===== src/rtl/csa_acc_pkg.sv =====
// Shared definitions for the carry-save accumulator.
//   csa_state_t : controller states (ACCUM, RESOLVE, OUTPUT)
//   DW/AW/MAX_OPS defaults : operand width, accumulator width, frame length cap
package csa_acc_pkg;

  localparam int CSA_DW      = 4;
  localparam int CSA_AW      = 8;
  localparam int CSA_MAX_OPS = 16;

  typedef enum logic [1:0] {
    ACCUM   = 2'd0,
    RESOLVE = 2'd1,
    OUTPUT  = 2'd2
  } csa_state_t;

endpackage


===== src/rtl/full_adder.sv =====
// One-bit full adder.
//   a, b, cin : addend bits
//   sum, cout : sum bit and carry out (majority of the three inputs)
module full_adder (
  input  logic a,
  input  logic b,
  input  logic cin,
  output logic sum,
  output logic cout
);

  assign sum  = a ^ b ^ cin;
  assign cout = (a & b) | (a & cin) | (b & cin);

endmodule


===== src/rtl/csa_accumulator.sv =====
// Frame accumulator that keeps its running sum in carry-save form (S, C),
// then resolves it bit-serially before presenting the result.
//   clk, rst_n            : clock, async active-low reset
//   in_valid/in_ready     : operand handshake; in_data operand, in_last ends frame
//   out_valid/out_ready   : result handshake; out_data sum mod 2^AW, out_count operands
module csa_accumulator
  import csa_acc_pkg::*;
#(
  parameter int DW      = CSA_DW,
  parameter int AW      = CSA_AW,
  parameter int MAX_OPS = CSA_MAX_OPS
) (
  input  logic          clk,
  input  logic          rst_n,
  input  logic          in_valid,
  input  logic [DW-1:0] in_data,
  input  logic          in_last,
  output logic          in_ready,
  output logic          out_valid,
  output logic [AW-1:0] out_data,
  output logic [4:0]    out_count,
  input  logic          out_ready
);

  localparam int RW = (AW > 1) ? $clog2(AW) : 1;

  csa_state_t    state, state_nxt;
  logic [AW-1:0] s_q, c_q, res_q;
  logic [AW-1:0] op, s_nxt, maj, c_nxt;
  logic [4:0]    cnt;
  logic [RW-1:0] ridx;
  logic          cy_q, rbit, rcy;
  logic          accept, last_op, last_bit;

  assign in_ready  = (state == ACCUM);
  assign out_valid = (state == OUTPUT);
  assign out_data  = out_valid ? res_q : '0;
  assign out_count = out_valid ? cnt   : '0;

  assign accept   = in_valid & in_ready;
  assign last_op  = in_last | (cnt == 5'(MAX_OPS - 1));
  assign last_bit = (ridx == RW'(AW - 1));

  // 3:2 compression row: sum bits become S, majority bits shifted up become C.
  assign op = AW'(in_data);

  for (genvar i = 0; i < AW; i++) begin : g_csa
    full_adder u_fa (
      .a   (s_q[i]),
      .b   (c_q[i]),
      .cin (op[i]),
      .sum (s_nxt[i]),
      .cout(maj[i])
    );
  end

  assign c_nxt = maj << 1;

  // Serial resolve: one bit of S + C per cycle, carry held in cy_q.
  full_adder u_rfa (
    .a   (s_q[ridx]),
    .b   (c_q[ridx]),
    .cin (cy_q),
    .sum (rbit),
    .cout(rcy)
  );

  always_comb begin
    state_nxt = state;
    case (state)
      ACCUM:   if (accept && last_op) state_nxt = RESOLVE;
      RESOLVE: if (last_bit)          state_nxt = OUTPUT;
      OUTPUT:  if (out_ready)         state_nxt = ACCUM;
      default:                        state_nxt = ACCUM;
    endcase
  end

  always_ff @(posedge clk or negedge rst_n) begin
    if (!rst_n) begin
      state <= ACCUM;
      s_q   <= '0;
      c_q   <= '0;
      res_q <= '0;
      cnt   <= '0;
      ridx  <= '0;
      cy_q  <= 1'b0;
    end else begin
      state <= state_nxt;
      case (state)
        ACCUM: begin
          if (accept) begin
            s_q <= s_nxt;
            c_q <= c_nxt;
            cnt <= cnt + 5'd1;
          end
        end
        RESOLVE: begin
          // Bits enter at the MSB and shift down; after AW cycles bit 0 is the LSB.
          res_q <= {rbit, res_q[AW-1:1]};
          cy_q  <= rcy;
          ridx  <= last_bit ? '0 : ridx + RW'(1);
        end
        OUTPUT: begin
          if (out_ready) begin
            s_q   <= '0;
            c_q   <= '0;
            res_q <= '0;
            cnt   <= '0;
            cy_q  <= 1'b0;
            ridx  <= '0;
          end
        end
        default: ;
      endcase
    end
  end

endmodule

===== config.mk =====
export PLATFORM = sky130hd
export DESIGN_NAME = csa_accumulator
export DESIGN_NICKNAME = d
export VERILOG_FILES = /design/src/rtl/csa_acc_pkg.sv /design/src/rtl/full_adder.sv /design/src/rtl/csa_accumulator.sv
export SDC_FILE = /design/constraint.sdc
export NUM_CORES = 1
export LEC_CHECK = 0
export BUFFER_PORTS_ARGS = -buffer_cell sky130_fd_sc_hd__buf_2
export CAP_MARGIN = 0
export CELL_PAD_IN_SITES_DETAIL_PLACEMENT = 0
export CELL_PAD_IN_SITES_GLOBAL_PLACEMENT = 1
export CORE_ASPECT_RATIO = 2
export CORE_MARGIN = 2
export CORE_UTILIZATION = 44
export DETAILED_ROUTE_END_ITERATION = 6
export PLACE_DENSITY = 0.81
export SLEW_MARGIN = 0
export SYNTH_ARGS = -nofsm -noshare
export SYNTH_HDL_FRONTEND = slang
export SYNTH_SLANG_ARGS = --single-unit

===== constraint.sdc =====
create_clock -name clk -period 2.6 [get_ports clk]
set_input_delay 0.13 -clock clk [delete_from_list [all_inputs] [get_ports clk]]
set_output_delay 0.13 -clock clk [all_outputs]
set_load 0.05 [all_outputs]

==> impl_metrics.toml <==
[status]
status = "finished clean"

[timing]
setup_violations = 0
fin_setup_tns_ns = 0
maxSlewViolCount = 0
maxSlewHeadroom_pct = 45.8
timing.hold.ws_ns = 0.0404
skew_ns = 0.00627
finalHoldViolCount = 0
tightestPinTransition_ns = 0.810
fmax_mhz = 466
period_minus_slack_ns = 2.15
rsz0062_at_grt = "false"
finalCritPeriodShare_pct = 82.6

[setup_path]
path_max_fanout = 13
cp-start-kind = "register"
crit_required_ns = 2.47
cp-end-kind = "primary output"
critical_path_class = "register to primary output"
crit_arrival_ns = 2.02

[die]
initial_core_util_pct = 45.9
die_area_mm2 = 0.00457
core_mm2 = 0.00384
rows = 32
die_x_um = 48.8
io_pins = 24
die-height_um = 93.6

[finish]
fin_nets = 207
final_common_cell = "dfrtp_1"
final.fill_count = 384
drive_above_1_share_pct = 19.4
n_antenna_cell = 0
final_cell_mix = "dfrtp_1, nor2_1, buf_2, a22o_1, and2_1"
area_delta_synth_final_pct = 12.8

[synthesis]
synthesis.area_mm2 = 0.00177
synth_cells = 165
ys_types = 28
synth_edf_count = 0
avgSynthCellArea_um2 = 10.7
synth_seq_area_share_pct = 48.2
ys_async_sr_fraction_pct = 100
yosys_warnings = 0
ys_ff_latch = 34
synth_fp_nets = 186
synthFlopType = "dfrtp_1"

[detailed_routing]
wl_per_cell_um = 15.4
ant_nets = 0
drc = 0
firstDrtPassIters = 4
vias_per_cell = 5.45
vias = 1292
drt-initial-drc-count = 22
routed_wl_mm = 3.65

[clock_tree]
postCtsSetupRepairBufs = 0
h-tree-depth = 2
clockBufferDepth = 2
clk_pin_slew_ns = 0.06
clockRootBuffer = "clkbuf_8"
ctsResizeCount = 0
cts_sinks = 34
cts-buffers-inserted = 5
cts_tree = "yes"
clk_latency_ns = 0.28

[power]
power_leakage_nw = 0.958
irDropWorstVdd_mv = 0.726
power.density_mw_per_mm2 = 1250

[grt]
grt_pass1_vias = 1345
grt_pass1_wl_mm = 6.33
use_met3_pct = 3.04
use_met1_pct = 18.4
grt_use_total_pct = 18.6
antenna_found_initial = 0
overflow = 0
grt_max_degree = 35
busiest_layer = "met2"
grtUsageMet2_pct = 35.8

[placed_design]
port_buffers = 23
place.gp.congestion = 0.817
dp_hpwl_mm = 2.79

[hold_path]
min-delay-path-class = "primary input to register"

[run]
maxCapViolations = 0
-- metrics by stage --
step                      worst slack [ns]  area [um2]  total power, mW  utilization (%)  instances
after floorplan                      0.491        1770             1.89                -        165
after global placement               0.567        1900             2.10             49.5        229
after detailed placement             0.519        1900             2.17             49.5        229
after CTS                            0.424        1990             2.53             51.8        237
after global routing                 0.212        1990             2.72             51.8        237
final                                0.453        1990             2.49             51.8        237
-- worst max-delay path, cell delays in order, from the launching register on --
cell and delay, ns:
dfrtp_1 0.55, inv_1 0.21, nor2_1 0.51, and2_1 0.21, buf_2 0.26
-- cell families after synthesis --
logic type	Yosys count	synth area share (%)
buf+inv	17	3.97
fa+ha+maj	12	10.2
mux	9	7.51
simple gates	60	16.7
flops	34	48.2
compound gates	32	13.0
xor+xnor	1	0.496
-- report_power, final --
part	switching, mW	leakage [nW]	total, mW	internal (mW)
logic	0.619	0.497	1.09	0.476
clock network	0.168	0.0383	0.352	0.184
registers	0.279	0.422	1.04	0.764
-- layout make-up --
cell class	instances	area [um2]	share of cell area [%]
flip-flops and latches	34	851	42.7
repair buffers	25	133	6.66
multi-input cells	114	845	42.4
clock buffers	7	76.3	3.83
well taps	51	63.8	3.21
inverters	6	22.5	1.13
-- layer usage --
metal | part of all wire [%] | up-vias
li1 | - | 617
met1 | 38 | 643
met2 | 57 | 25
met3 | 2.4 | 7
met4 | 2.4 | 0
met5 | 0 | -
-- repair_timing --
| action | 4_1_cts | 5_1_grt |
|---|---|---|
| setup endpoints to repair | 0 | 0 |
| hold buffers | 1 | 0 |
| hold endpoints to repair | 34 | 0 |
-- worst paths after layout --
path | startpoint | endpoint | slack (ns) | cells past startpoint
min | out_ready | state[1] | 0.04 | 2
max reg2reg | ridx[0] | res_q[7] | 0.52 | 5
max | state[1] | out_data[5] | 0.45 | 4
min reg2reg | cnt[4] | cnt[4] | 0.49 | 1
max in group asynchronous | rst_n | c_q[6] | 1.67 | 2
min in group asynchronous | rst_n | res_q[3] | 0.45 | 2
-- Yosys cell counts, types with 3 or more instances --
master | n | area share, %
nand2_1 | 7 | 1.5
mux4_2 | 3 | 3.8
and2_1 | 12 | 4.3
o2bb2ai_1 | 3 | 1.5
ha_1 | 8 | 5.7
a22o_1 | 13 | 6.4
nor3_1 | 9 | 2.6
dfrtp_1 | 34 | 48
fa_1 | 4 | 4.5
nor2_1 | 23 | 4.9
buf_2 | 5 | 1.4
o21ai_0 | 4 | 1.1
mux2_2 | 4 | 2.6
inv_1 | 6 | 1.3
a21oi_1 | 7 | 2.0
o22ai_1 | 3 | 1.1
clkbuf_1 | 6 | 1.3
-- flip-flops by register name (all words and copies together), names as in the netlist --
| signal | flops |
|---|---|
| cy_q | 1 |
| res_q | 8 |
| c_q | 7 |
| s_q | 8 |
| state | 2 |
| cnt | 5 |
| ridx | 3 |
(Power assumes the default switching activity.)
